File: src/rtl/cpu_state_dumper.sv
// cpu_state_dumper: end-of-run state reader for the single-cycle CPU.
// Counts retired instructions, stalls the CPU at STOP_INSTR retires or on
// halt_req, then streams PC, r0..r(NREG-1) and (optionally) dmem words out
// over a valid/ready word port.
//
// Ports:
//   clk, rst (async, active-high)
//   instr_retire, halt_req, pc       : CPU status inputs
//   cpu_stall                        : freezes CPU state writes
//   reg_sel / reg_data               : register-file async read port
//   dm_addr / dm_data                : data-memory async read port
//   out_valid/out_ready/out_data/out_last : snapshot word stream
//   done, instr_count                : status
//
// Build option: define DUMP_DMEM_EN to append dmem[0..DM_WORDS-1] after the
// registers; otherwise the stream ends on r(NREG-1) and dm_addr is tied to 0.

module cpu_state_dumper #(
    parameter int unsigned STOP_INSTR = 200,
    parameter int unsigned NREG       = 32,
    parameter int unsigned DM_WORDS   = 128,
    localparam int unsigned DMW       = $clog2(DM_WORDS)
) (
    input  logic           clk,
    input  logic           rst,
    input  logic           instr_retire,
    input  logic           halt_req,
    input  logic [31:0]    pc,
    output logic           cpu_stall,
    output logic [4:0]     reg_sel,
    input  logic [31:0]    reg_data,
    output logic [DMW-1:0] dm_addr,
    input  logic [31:0]    dm_data,
    output logic           out_valid,
    input  logic           out_ready,
    output logic [31:0]    out_data,
    output logic           out_last,
    output logic           done,
    output logic [31:0]    instr_count
);

`ifdef DUMP_DMEM_EN
    localparam int unsigned NSRC = NREG + DM_WORDS;
`else
    localparam int unsigned NSRC = NREG;
`endif
    // idx walks the word sources after PC; one extra bit so idx+1 never wraps
    localparam int unsigned IW = $clog2(NSRC) + 1;

    typedef enum logic [1:0] {
        S_RUN,
        S_SNAP,
        S_STREAM,
        S_DONE
    } state_t;

    state_t        r_state;
    logic [31:0]   r_count;
    logic          r_stall;
    logic [4:0]    r_reg_sel;
    logic [IW-1:0] r_idx;
    logic          r_valid;
    logic [31:0]   r_data;
    logic          r_last;
    logic          r_done;

    logic [31:0]   w_cnt_inc;
    logic [31:0]   w_cnt_next;
    logic          w_hit;
    logic          w_beat;
    logic [IW-1:0] w_idx_nx;
    logic [31:0]   w_src_word;
    logic          w_src_last;

    assign w_cnt_inc  = r_count + 32'd1;
    assign w_cnt_next = instr_retire ? w_cnt_inc : r_count;
    assign w_hit      = (STOP_INSTR != 0) && instr_retire
                        && (w_cnt_inc == 32'(STOP_INSTR));
    assign w_beat     = r_valid & out_ready;
    assign w_idx_nx   = r_idx + IW'(1);
    assign w_src_last = (r_idx == IW'(NSRC - 1));

`ifdef DUMP_DMEM_EN
    logic [DMW-1:0] r_dm_addr;

    // r0 reads as zero whatever the register file returns
    always_comb begin
        w_src_word = dm_data;
        if (r_idx < IW'(NREG))
            w_src_word = (r_idx == '0) ? 32'd0 : reg_data;
    end

    assign dm_addr = r_dm_addr;
`else
    logic w_unused_dm;

    assign w_src_word  = (r_idx == '0) ? 32'd0 : reg_data;
    assign dm_addr     = '0;
    assign w_unused_dm = ^dm_data;
`endif

    always_ff @(posedge clk or posedge rst) begin
        if (rst) begin
            r_state   <= S_RUN;
            r_count   <= '0;
            r_stall   <= 1'b0;
            r_reg_sel <= '0;
            r_idx     <= '0;
            r_valid   <= 1'b0;
            r_data    <= '0;
            r_last    <= 1'b0;
            r_done    <= 1'b0;
`ifdef DUMP_DMEM_EN
            r_dm_addr <= '0;
`endif
        end else begin
            unique case (r_state)
                S_RUN: begin
                    r_count <= w_cnt_next;
                    if (w_hit || halt_req) begin
                        r_stall <= 1'b1;
                        r_state <= S_SNAP;
                    end
                end
                S_SNAP: begin
                    r_data    <= pc;
                    r_valid   <= 1'b1;
                    r_last    <= 1'b0;
                    r_idx     <= '0;
                    r_reg_sel <= '0;
`ifdef DUMP_DMEM_EN
                    r_dm_addr <= '0;
`endif
                    r_state   <= S_STREAM;
                end
                S_STREAM: begin
                    if (w_beat) begin
                        if (r_last) begin
                            r_valid <= 1'b0;
                            r_done  <= 1'b1;
                            r_state <= S_DONE;
                        end else begin
                            r_data <= w_src_word;
                            r_last <= w_src_last;
                            r_idx  <= w_idx_nx;
                            // pre-point the read ports at the next source
                            if (w_idx_nx < IW'(NREG))
                                r_reg_sel <= 5'(w_idx_nx);
`ifdef DUMP_DMEM_EN
                            else if (w_idx_nx < IW'(NSRC))
                                r_dm_addr <= DMW'(w_idx_nx - IW'(NREG));
`endif
                        end
                    end
                end
                S_DONE: begin
                    r_done  <= 1'b1;
                    r_stall <= 1'b1;
                end
                default: r_state <= S_RUN;
            endcase
        end
    end

    assign cpu_stall   = r_stall;
    assign reg_sel     = r_reg_sel;
    assign out_valid   = r_valid;
    assign out_data    = r_data;
    assign out_last    = r_last;
    assign done        = r_done;
    assign instr_count = r_count;

endmodule
File: config.mk
export PLATFORM = sky130hd
export DESIGN_NAME = cpu_state_dumper
export DESIGN_NICKNAME = d
export VERILOG_FILES = /design/src/rtl/cpu_state_dumper.sv
export SDC_FILE = /design/constraint.sdc
export NUM_CORES = 1
export LEC_CHECK = 0
export ABC_AREA = 1
export CAP_MARGIN = 5
export CELL_PAD_IN_SITES_DETAIL_PLACEMENT = 1
export CELL_PAD_IN_SITES_GLOBAL_PLACEMENT = 2
export CORE_MARGIN = 1.5
export CORE_UTILIZATION = 21
export CTS_CLUSTER_SIZE = 10
export DETAILED_ROUTE_END_ITERATION = 6
export PLACE_DENSITY_LB_ADDON = 0.1
export RECOVER_POWER = 100
export SLEW_MARGIN = 20
export SYNTH_ARGS = -nofsm -noshare
export SYNTH_HDL_FRONTEND = slang
export SYNTH_SLANG_ARGS = --single-unit
File: constraint.sdc
create_clock -name clk -period 2.4 [get_ports clk]
set_clock_uncertainty 0.2 [all_clocks]
set_input_delay 0.36 -clock clk [delete_from_list [all_inputs] [get_ports clk]]
set_output_delay 0.36 -clock clk [all_outputs]
set_load 0.005 [all_outputs]
# ---- Yosys cells after proc, flatten, opt, wreduce, memory -nomap -nowiden
# Index checks and enable logic that the tools add are counted.
dict set report word_totals {
  ff_bits 81
  wordCells 65
  in_bits 101
  out_inout_bits 80
}
dict set report op_classes {
  n_mux 26
  n_eq_ne 10
  n_bitwise 1
  n_lt_le_gt_ge 1
  n_addsub 2
  n_reduce_logical 16
}
# cell count
set ops {}
lappend ops {{$mux W32} 3}
lappend ops {{$pmux W32 S2} 1}
lappend ops {{$add A32 B1 Y32 const B} 1}
lappend ops {{$eq A32 B8 Y1 const B} 1}
lappend ops {{$mux W5} 3}
lappend ops {{$mux W6} 2}
lappend ops {{$pmux W6 S2} 1}
lappend ops {{$ne A2 B2 Y1 const B} 5}
lappend ops {{$pmux W5 S2} 1}
lappend ops {{$reduce_and A3 Y1} 3}
lappend ops {{$pmux W1 S2} 4}
lappend ops {{$reduce_and A4 Y1} 2}
lappend ops {{$mux W1} 7}
lappend ops {{$add A6 B1 Y6 const B} 1}
lappend ops {{$eq A6 B5 Y1 const B} 1}
lappend ops {{$logic_not A6 Y1} 1}
lappend ops {{$lt A6 B6 Y1 const B} 1}
lappend ops {{$mux W2} 3}
lappend ops {{$pmux W2 S3} 1}
lappend ops {{$reduce_and A2 Y1} 3}
lappend ops {{$reduce_bool A2 Y1} 3}
lappend ops {{$eq A2 B2 Y1 const B} 2}
lappend ops {{$reduce_bool A3 Y1} 1}
lappend ops {{$eq A2 B1 Y1 const B} 1}
lappend ops {{other kinds (4)} 4}

# ---- Logic depth before layout (Yosys ltp)
dict set report logic_depth {
  depth_word 6
  depth_mapped 17
  depth_no_buf 17
}

# ---- Worst setup path before layout
# Ideal clock, no wire load.
dict set report synth_timing {
  path_kind {reg-to-reg}
  startpoint {reg r_state[0]}
  endpoint {reg r_idx[2]}
  required_time_ps 2075
  synth_period_minus_slack_ps 2161
  stages_incl_launch_ff 9
  setup_slack_ps 239
  arrival_time_ps 1836
  setup_ps 125
  path_cell_list {dfrtp_1 inv_1 ha_1 buf_6 inv_1 clkbuf_1 nand2_1 nand2_1 mux2_2}
}
dict set report synth_via {
  elab_chain_len 3
}
# item line
set synth_rtl {}
lappend synth_rtl {{from (decl)} 57} ;# state_t r_state;
lappend synth_rtl {{from (signal assigned)} 104} ;# r_state <= S_RUN;
lappend synth_rtl {{from (signal assigned)} 122} ;# r_state <= S_SNAP;
lappend synth_rtl {{from (signal assigned)} 134} ;# r_state <= S_STREAM;
lappend synth_rtl {{$eq A2 B2 Y1 or $eq A2 B1 Y1 (tied branches)} 117} ;# unique case (r_state)
lappend synth_rtl {{$ne A2 B2 Y1 (no source line) or $reduce_bool A2 Y1 (tied branches)} --}
lappend synth_rtl {{$reduce_and A3 Y1 (no source line)} --}
lappend synth_rtl {{to (signal assigned)} 145} ;# r_idx <= w_idx_nx;
lappend synth_rtl {{to (decl)} 61} ;# logic [IW-1:0] r_idx;
# Parallel ways exist; a longest one is shown, timed or not.
# A chain may end at the register's enable or synchronous reset.

# ---- Worst setup path after layout
dict set report layout_timing {
  startpoint {reg r_count[1], in the netlist instr_count[1]}
  endpoint {reg r_state[1]}
}
dict set report layout_via {
  elab_chain_len 6
}
# item line
set layout_rtl {}
lappend layout_rtl {{from (decl)} 58} ;# logic [31:0] r_count;
lappend layout_rtl {{from (signal assigned)} 119} ;# r_count <= w_cnt_next;
lappend layout_rtl {{$add A32 B1 Y32} 75} ;# assign w_cnt_inc = r_count + 32'd1;
lappend layout_rtl {{$eq A32 B8 Y1} 78} ;# && (w_cnt_inc == 32'(STOP_INSTR));
lappend layout_rtl {{$logic_and A1 B1 Y1} 78}
lappend layout_rtl {{$logic_or A1 B1 Y1} 120} ;# if (w_hit || halt_req) begin
lappend layout_rtl {{$ne A2 B2 Y1 (no source line)} --}
lappend layout_rtl {{$reduce_and A4 Y1 (no source line)} --}
lappend layout_rtl {{to (signal assigned)} 122}
lappend layout_rtl {{to (signal assigned)} 134}
lappend layout_rtl {{to (signal assigned)} 141} ;# r_state <= S_DONE;
# Every way passes these cells.

==> out/metrics.cfg <==
[outcome]
run_status=completed

[sta]
min_period_ns=2.33
final_hold_viol_count=0
period_share_pct=97.3
slew_viol_final=0
max-slew-margin-rel_pct=16.0
grt_setup_unrepaired=yes
worst_pin_slew_ns=1.26
fmax_mhz=428
hold_slack_ns=0.260
setup_viol=0

[clocking]
cts_max_level=3
cts_tree=done
clockBufferDepth=2
clock-root-buffer=clkbuf_16
path_clk_slew_ns=0.07
cts_buffers=9
clk_latency_ns=0.35
cts.sink_count=81

[synth]
ys_ff_latch=81
synth_largest_area_cell=dfrtp_1
synth_compound_area_share_pct=10.3
synth_top_area_share_pct=43.2
synth-xor-area-share_pct=1.49
synth_edf_count=0
avgSynthCellArea_um2=7.33
yosys_warnings=0
synthCells=640
synth_top_family_by_area=simple AND/OR/NAND/NOR gates
synth_fa_ha_area_share_pct=2.40
ys_seq_area_share_pct=43.2
syn_area_um2=4690
async_flop_share_pct=100
yosysUniqueCellTypes=36
ys.flop_type=dfrtp_1
synth-simple-area-share_pct=34.2
muxShareOfSynthArea_pct=0.960
synth_area_leaders=dfrtp_1, nand2_1, nor2_1

[setup_path]
crit_path_max_fanout=6
crit_path_end_kind=register
path_class=reg2reg
rr_worst_depth=17
startpoint_type=register
cp.arrival_ns=2.37
cp.required_ns=2.44
r2r_slack_ns=0.07

[cells_and_area]
mostFrequentLayoutCell=nand2_1
final_core_util_pct=32.4
fin_cells=1096
nNetsFinal=920
drive_gt1_share_pct=13.0
layout_common_cells=nand2_1, clkdlybuf4s50_1, nor2_1
syn_to_final_growth_pct=51.3

[floorplanning]
start_util_pct=21.4
die_w_um=152
core_um2=21900
die_h_um=152
std_cell_rows=54
ios=181
die_area_um2=23200

[run]
cap_violations=0

[global_route]
grt_first_pass_wirelength_um=27600
grt_start_max_net_pins=82
track_usage_pct=15.1
grt_overflow=0
antenna_found_initial=1
grt_pass1_vias=5151

[power]
p_leak_nw=3.04
vdd_drop_max_uv=435
power.density_nw_per_um2=1090
total_power_mw=7.72

[placement]
io_buffers=141
dp_cells=1075
place.gp.congestion=0.744
dpl.hpwl_um=12800

[routing]
drt-initial-drc-count=156
wl_per_cell_um=15.6
drt_pass1_iterations=4
avgViaCountPerCell=4.41
vias=4834
ant_nets=0
wirelength_um=17100
drc=0

[hold_path]
worstHoldPathType=reg2reg
min_delay_path_depth=2

## sequential cells by signal, indices dropped and copies added (netlist names)
| register | flops |
|---|---|
| out_last | 1 |
| cpu_stall | 1 |
| reg_sel | 5 |
| out_valid | 1 |
| r_idx | 6 |
| out_data | 32 |
| done | 1 |
| r_state | 2 |
| instr_count | 32 |
## routing by layer
layer | track usage (%) | vias up | share of wire [%]
met2 | 25.4 | 101 | 48
met4 | 4.58 | 0 | 1.9
met1 | 18.4 | 2313 | 44
met5 | 0 | - | 0
li1 | - | 2405 | -
met3 | 4.89 | 15 | 6.4
## metrics by stage
step	TNS, ns	cell area [um2]	worst slack, ns
6_report	0	7100	0.0655
5_1_grt	-0.424	7100	-0.158
4_1_cts	0	7050	0.00613
3_5_place_dp	-0.216	6680	-0.113
3_3_place_gp	-0.144	6680	-0.0724
2_1_floorplan	0	4720	0.239
## synth_stat cells, types with 3 or more instances
library cell	number
nor2_1	97
nand2_2	5
nand3_1	53
buf_2	7
nand2_1	192
nand3b_1	7
o21ai_1	3
dfrtp_1	81
inv_1	49
a21oi_1	3
nor2_4	5
mux2_2	4
clkbuf_1	14
nor3_1	3
ha_1	9
xor2_1	7
o21ai_0	30
a31oi_1	38
nor2_2	5
buf_4	7
## worst paths after layout
path | from | endpoint
hold reg to reg | cpu_stall | cpu_stall
hold / removal | cpu_stall | cpu_stall
min in group asynchronous | rst | cpu_stall
max in group asynchronous | rst | instr_count[11]
setup reg to reg | instr_count[1] | r_state[1]
setup / recovery | instr_count[1] | r_state[1]
## timing repair
item                                   in CTS  in global routing
setup endpoints to repair                   3                 17
gates resized for setup                    10                 23
hold buffers                                0                  0
pin swaps                                   1                 11
endpoints found under the hold margin       0                  0
setup buffers                               1                  3
## power breakdown
| group | leakage (nW) | switching [mW] | total, mW | internal, mW |
|---|---|---|---|---|
| clock | 0.164 | 0.619 | 1.64 | 1.02 |
| combinational | 1.89 | 1.99 | 3.69 | 1.70 |
| sequential | 0.980 | 0.476 | 2.39 | 1.91 |
## final cells by class
cell class	count	area [um2]
clock inverter	5	104
fill	2676	14800
sequential	81	2030
timing repair buffer	184	1770
antenna	1	2.50
tap	280	350
multi-input combinational	484	2420
inverter	50	191
clock buffer	11	233
## cells by family after synthesis
group / Yosys count
xor gates and xnor gates: 8
DFF: 81
AOI/OAI and AO/OA: 83
buffers and inverters: 81
muxes: 4
adders and majority gates: 9
other: 1
and+or+nand+nor: 373
## worst max-delay path: stages, from the launching register on
cell and delay (ns):
dfrtp_1 0.38, ha_2 0.21, inv_2 0.05, nor2_4 0.18
nand2_4 0.12, buf_4 0.15, inv_1 0.06, nand2_1 0.05
nand2_1 0.05, nand2_1 0.07, nor2_1 0.11, nand2_1 0.07
nor2_2 0.12, nand3_2 0.10, nand2_2 0.11, nand2_2 0.06
nand2_1 0.09, nand2_1 0.05
No activity file was read; power rests on OpenSTA's default activity.
